$ cat config.mk
export PLATFORM = sky130hd
export DESIGN_NAME = block_emitter_flat
export DESIGN_NICKNAME = d
export VERILOG_FILES = /design/src/rtl/block_pkg.sv /design/src/rtl/block_emitter_if.sv /design/src/rtl/block_word_rom.sv /design/src/rtl/block_emitter.sv /design/src/flat_wrapper.sv
export SDC_FILE = /design/constraint.sdc
export NUM_CORES = 1
export LEC_CHECK = 0
export ABC_CLOCK_PERIOD_IN_PS = 2900
export BUFFER_PORTS_ARGS = -buffer_cell sky130_fd_sc_hd__buf_2
export CAP_MARGIN = 20
export CORE_MARGIN = 2
export CORE_UTILIZATION = 55
export DETAILED_ROUTE_END_ITERATION = 8
export PLACE_DENSITY = 0.9
export SETUP_SLACK_MARGIN = 0.05
export SLEW_MARGIN = 20
export SYNTH_ARGS = -nofsm -noshare
export SYNTH_HDL_FRONTEND = slang
export SYNTH_SLANG_ARGS = --single-unit
$ cat constraint.sdc
create_clock -name clk -period 2.9 [get_ports clk]
set_input_delay 0.58 -clock clk [delete_from_list [all_inputs] [get_ports clk]]
set_output_delay 0.58 -clock clk [all_outputs]
set_load 0.01 [all_outputs]
$ cat src/rtl/block_pkg.sv
// Shared encodings and ASCII constants for the token emitter.
// Imported by the emitter, its word ROM and the handshake interface users.
package block_pkg;

    typedef enum logic [1:0] {
        CMD_BEGIN = 2'b00,
        CMD_END   = 2'b01,
        CMD_SPACE = 2'b10,
        CMD_RSVD  = 2'b11
    } cmd_e;

    typedef enum logic [1:0] {
        S_IDLE = 2'b00,
        S_SEP  = 2'b01,
        S_WORD = 2'b10
    } state_e;

    typedef enum logic [1:0] {
        W_NONE  = 2'b00,
        W_BEGIN = 2'b01,
        W_END   = 2'b10
    } word_e;

    localparam logic [7:0] CH_SPACE = 8'h20;
    localparam logic [7:0] CH_B     = 8'h62;
    localparam logic [7:0] CH_E     = 8'h65;
    localparam logic [7:0] CH_G     = 8'h67;
    localparam logic [7:0] CH_I     = 8'h69;
    localparam logic [7:0] CH_N     = 8'h6e;
    localparam logic [7:0] CH_D     = 8'h64;
    localparam logic [7:0] CH_CASE  = 8'h20;

    localparam logic [2:0] LEN_BEGIN = 3'd5;
    localparam logic [2:0] LEN_END   = 3'd3;

    localparam logic [7:0] DEPTH_MAX = 8'hff;

    function automatic logic [7:0] to_upper(logic [7:0] c);
        return c - CH_CASE;
    endfunction

endpackage

$ cat src/rtl/block_emitter_if.sv
// Command and character handshake bundle of the token emitter.
// slave is the emitter side, master the producer/consumer side.
interface block_emitter_if;
    logic [1:0] cmd;
    logic       cmd_upper;
    logic       cmd_valid;
    logic       cmd_ready;
    logic [7:0] out_char;
    logic       out_valid;
    logic       out_ready;
    logic [7:0] depth;
    logic       err;
    logic       balanced;

    modport slave (
        input  cmd,
        input  cmd_upper,
        input  cmd_valid,
        output cmd_ready,
        output out_char,
        output out_valid,
        input  out_ready,
        output depth,
        output err,
        output balanced
    );

    modport master (
        output cmd,
        output cmd_upper,
        output cmd_valid,
        input  cmd_ready,
        input  out_char,
        output out_ready,
        input  out_valid,
        input  depth,
        input  err,
        input  balanced
    );
endinterface

$ cat src/rtl/block_word_rom.sv
// Combinational map of (word, index, case) to the ASCII letter.
// Out-of-range indexes and the empty word yield 0x00.
module block_word_rom
    import block_pkg::*;
(
    input  word_e      word,
    input  logic [2:0] index,
    input  logic       upper,
    output logic [7:0] ch
);

    logic [7:0] lc;

    always_comb begin
        lc = 8'h00;
        case (word)
            W_BEGIN: begin
                case (index)
                    3'd0:    lc = CH_B;
                    3'd1:    lc = CH_E;
                    3'd2:    lc = CH_G;
                    3'd3:    lc = CH_I;
                    3'd4:    lc = CH_N;
                    default: lc = 8'h00;
                endcase
            end
            W_END: begin
                case (index)
                    3'd0:    lc = CH_E;
                    3'd1:    lc = CH_N;
                    3'd2:    lc = CH_D;
                    default: lc = 8'h00;
                endcase
            end
            default: lc = 8'h00;
        endcase
    end

    assign ch = (upper && lc != 8'h00) ? to_upper(lc) : lc;

endmodule

$ cat src/rtl/block_emitter.sv
// Token emitter: turns BEGIN/END/SPACE commands into a char stream
// while tracking nesting depth with a sticky saturation error.
module block_emitter
    import block_pkg::*;
(
    input  logic           clk,
    input  logic           reset,
    block_emitter_if.slave bus
);

    state_e     state;
    word_e      word;
    logic       upper;
    logic [2:0] index;
    logic [7:0] depth;
    logic       err;
    logic [7:0] rom_ch;
    logic [2:0] last;

    block_word_rom u_rom (
        .word  (word),
        .index (index),
        .upper (upper),
        .ch    (rom_ch)
    );

    assign last = (word == W_END) ? LEN_END - 3'd1
                                  : LEN_BEGIN - 3'd1;

    // cmd_ready is 1 only in IDLE, so valid in IDLE is acceptance
    always_ff @(posedge clk or negedge reset) begin
        if (!reset) begin
            state <= S_IDLE;
            word  <= W_NONE;
            upper <= 1'b0;
            index <= 3'd0;
            depth <= 8'h00;
            err   <= 1'b0;
        end else begin
            case (state)
                S_IDLE: begin
                    if (bus.cmd_valid) begin
                        case (cmd_e'(bus.cmd))
                            CMD_BEGIN: begin
                                word  <= W_BEGIN;
                                upper <= bus.cmd_upper;
                                index <= 3'd0;
                                state <= S_SEP;
                                if (depth == DEPTH_MAX) err <= 1'b1;
                                else depth <= depth + 8'd1;
                            end
                            CMD_END: begin
                                word  <= W_END;
                                upper <= bus.cmd_upper;
                                index <= 3'd0;
                                state <= S_SEP;
                                if (depth == 8'h00) err <= 1'b1;
                                else depth <= depth - 8'd1;
                            end
                            CMD_SPACE: begin
                                word  <= W_NONE;
                                state <= S_SEP;
                            end
                            default: state <= S_IDLE;
                        endcase
                    end
                end
                S_SEP: begin
                    if (bus.out_ready) begin
                        state <= (word == W_NONE) ? S_IDLE : S_WORD;
                    end
                end
                S_WORD: begin
                    if (bus.out_ready) begin
                        if (index == last) state <= S_IDLE;
                        else index <= index + 3'd1;
                    end
                end
                default: state <= S_IDLE;
            endcase
        end
    end

    assign bus.cmd_ready = (state == S_IDLE);
    assign bus.out_valid = (state != S_IDLE);
    assign bus.out_char  = (state == S_SEP)  ? CH_SPACE :
                           (state == S_WORD) ? rom_ch : 8'h00;
    assign bus.depth     = depth;
    assign bus.err       = err;
    assign bus.balanced  = (depth == 8'h00) && !err;

endmodule

$ cat src/flat_wrapper.sv
// flat-port wrapper written by rule: the top's interface ports become plain ports
module block_emitter_flat import block_pkg::*;
  (clk, reset, bus_cmd, bus_cmd_upper, bus_cmd_valid, bus_cmd_ready, bus_out_char, bus_out_valid, bus_out_ready, bus_depth, bus_err, bus_balanced);
  block_emitter_if bus_i ();
  input  logic clk;
  input  logic reset;
  input wire logic [$bits(bus_i.cmd)-1:0] bus_cmd;
  input wire logic [$bits(bus_i.cmd_upper)-1:0] bus_cmd_upper;
  input wire logic [$bits(bus_i.cmd_valid)-1:0] bus_cmd_valid;
  output wire logic [$bits(bus_i.cmd_ready)-1:0] bus_cmd_ready;
  output wire logic [$bits(bus_i.out_char)-1:0] bus_out_char;
  output wire logic [$bits(bus_i.out_valid)-1:0] bus_out_valid;
  input wire logic [$bits(bus_i.out_ready)-1:0] bus_out_ready;
  output wire logic [$bits(bus_i.depth)-1:0] bus_depth;
  output wire logic [$bits(bus_i.err)-1:0] bus_err;
  output wire logic [$bits(bus_i.balanced)-1:0] bus_balanced;
  assign bus_i.cmd = bus_cmd;
  assign bus_i.cmd_upper = bus_cmd_upper;
  assign bus_i.cmd_valid = bus_cmd_valid;
  assign bus_cmd_ready = bus_i.cmd_ready;
  assign bus_out_char = bus_i.out_char;
  assign bus_out_valid = bus_i.out_valid;
  assign bus_i.out_ready = bus_out_ready;
  assign bus_depth = bus_i.depth;
  assign bus_err = bus_i.err;
  assign bus_balanced = bus_i.balanced;
  block_emitter u_core (.clk(clk), .reset(reset), .bus(bus_i));
endmodule
==> run metrics <==
outcome finished, final reports clean; Antenna Nets Post-Route 0; Synth area leaders dfrtp_1, ha_1, nand2_1; Syn-to-layout area delta 14.7%; CP Buf/Inv Count 2; critical path's slowest cell dfrtp_2; placed insts around 220; final worst-path cycle share 0.958; largest net degree at the start of global routing 18; Primary FF master, synth dfrtp_1; total wire length ~3000 µm; share of the synthesized area in the top cell type 0.302; fmax between 300 and 400 MHz; worst path arrival time approximately 2200 ps; asr flop ratio synth 1.00; cells along the critical path ha_2, nor3_2, nor2_1, o21a_1, o21a_1, inv_1, ha_1, nand2_1, o21ai_0, buf_2; Worst path most repeated cell o21a_1; CTS H-tree depth 1; synthesized area around 1400 µm²; Num CTS Buffers 3; sequential share of the synthesized area 0.302; Die W 54.6 µm; Skew-Pair Late Insertion Delay ~280 ps; vias in the first global route 1099; total track usage 0.212; CP peak stage delay 470 ps; Clock Tree Buf Depth 2; area of the core 2450 µm²; first-pass GRT wire length about 4500 µm; Final Hold Violating Endpoints 0; Final setup viols 0; Placer Congestion roughly 0.86; # diodes 0; Post-Syn Area per Cell approximately 8.6 µm²; Yosys cell types 42; post-layout min period about 2800 ps; RSZ-0062 raised after global routing yes; DR DRC count 0; Syn Inst Count ~160; initial antenna violation count 0; leakage 0.000762 µW; nets@finish 219; Via-to-Cell Ratio 5.78; Ys Warns 0; grt ovf 0; Worst Skew roughly 4.8 ps; register area 428 µm²; CP max FO 6; CP Launch Type flop; Yosys top cell by area dfrtp_1; Worst R2R Setup Slack about 900 ps; Root Driver clkbuf_4; clk slew on worst S/H paths approximately 90 ps; routed wire length per instance 13.7 µm; Setup crit end kind primary output; CP Class flop to primary output; Multi-input gate area a little over 900 µm²; synthesized netlist net count roughly 190; Worst-Margin Slew 518 ps; critical path required time between 2000 and 2500 ps; Yosys reg bits 17; post-DP HPWL between 2000 and 2500 µm; post-route insts no fill 221; iteration-0 DRC count of the detailed router 24; die span in y 54.6 µm; site row count 18; setup TNS 0 ps; maximum VDD drop 0.000596 V; TritonRoute pass-1 iters 4; Post-synth EDFFs 0; hold crit path type primary input to async pin; Top delay family on crit path flip-flops; Initial Utilization 0.574; layout cell share with drive strength beyond 1 0.246; I/O Buffers 25; filler instances 220; Max-slew headroom 0.655; CTS sink count 17; MaxCap Viol Count 0; Hold Buf Count CTS 0; CTS tree done; io pins 27; PwrDens 940 nW/µm²; die area between 2000 and 3000 µm²; Final Max Tran Viols 0; via count between 1k and 1.5k
## cell usage in the layout (no fill, tap or decap), types with 3 or more instances in the layout
cell type  Yosys  routed
o21ai_1        4       4
buf_2          1      25
nand2_1       19      19
inv_1         15      13
ha_2           0       3
nor2b_1        5       4
o21ai_0       11      11
ha_1          19      15
o21a_1         5       5
clkbuf_4       0       3
a21oi_1       11      11
xnor2_1        3       3
dfrtp_1       17      15
nor2_1        12      12
## layer usage
metal  vias up  routed length (µm)  GRT usage
met2        31                1630      0.401
li1        638                   -          -
met1       602                1220      0.217
met4         0                  67      0.117
met5         -                   0          0
met3         7                 107     0.0355
## worst paths after layout
kind	from	end	depth (start not counted)
max	u_core.index[0]$_DFFE_PN0P_	bus_out_char[5]	10
min	reset	u_core.upper$_DFFE_PN0P_	1
max reg2reg	u_core.bus.depth[3]$_DFFE_PN0P_	u_core.bus.depth[4]$_DFFE_PN0P_	5
min reg2reg	u_core.bus.err$_DFFE_PN0P_	u_core.bus.err$_DFFE_PN0P_	1
max in group asynchronous	reset	u_core.index[1]$_DFFE_PN0P_	1
min in group clk	u_core.bus.err$_DFFE_PN0P_	u_core.bus.err$_DFFE_PN0P_	1
## sequential cells by signal, indices dropped and copies added (netlist names)
name              flops
u_core.bus.depth      8
u_core.index          3
u_core.state          2
u_core.word           2
u_core.bus.err        1
u_core.upper          1
## timing repair
| action | 4_1_cts | 5_1_grt |
|---|---|---|
| gates resized for setup | 0 | 12 |
| endpoints found under the setup margin | 0 | 2 |
| setup buffers | 0 | 0 |
## cell type report
class                   count  area share
inverters                  15      0.0348
clock buffers               4      0.0163
well taps                  30      0.0232
multi-input cells         129       0.579
flip-flops and latches     17       0.265
repair buffers             26      0.0820
## through the flow
stage	utilization	power, µW	setup slack, ps	instance area, µm²	hold WS [ps]
after floorplan	-	1110	499	1410	284
after global placement	0.634	1300	389	1560	474
after detailed placement	0.634	1350	267	1560	482
after CTS	0.644	1470	65.5	1580	200
after global routing	0.659	1660	15.9	1620	208
final	0.659	1520	123	1620	197
## power breakdown
group,switching [µW],leakage (µW),internal (µW)
Clock,68.0,0.0000150,53.3
Combinational,497,0.000541,399
Sequential,158,0.000206,344
## kinds of logic after synthesis
group | synth area share
flip-flops | 0.302
other | 0.00266
multiplexers | 0.0160
adder cells (fa/ha/maj) | 0.183
AO/OA/AOI/OAI | 0.222
buffers and inverters | 0.0568
AND/OR/NAND/NOR | 0.186
XOR/XNOR | 0.0311
## synthesized netlist by cell type (2+ instances only)
| cell type | number |
|---|---|
| o21ai_1 | 4 |
| nand2_1 | 19 |
| mux2_2 | 2 |
| o21ai_0 | 11 |
| nor2b_1 | 5 |
| or4_1 | 2 |
| o31a_1 | 2 |
| nor3_1 | 3 |
| inv_1 | 15 |
| a211oi_1 | 2 |
| dfrtp_1 | 17 |
| and2_1 | 2 |
| xor2_1 | 2 |
| o21a_1 | 5 |
| nand4_1 | 2 |
| ha_1 | 19 |
| o211ai_1 | 2 |
| a21oi_1 | 11 |
| nor3b_1 | 2 |
| a21o_1 | 2 |
| nor2_1 | 12 |
| xnor2_1 | 3 |
## worst reg2reg max path, delay by kind of cell, from the launching register on
| family | cells | cell delay [ps] |
|---|---|---|
| simple gates | 2 | 790 |
| compound gates | 3 | 670 |
| flops | 1 | 450 |
Power figures use the tool's default switching activity.
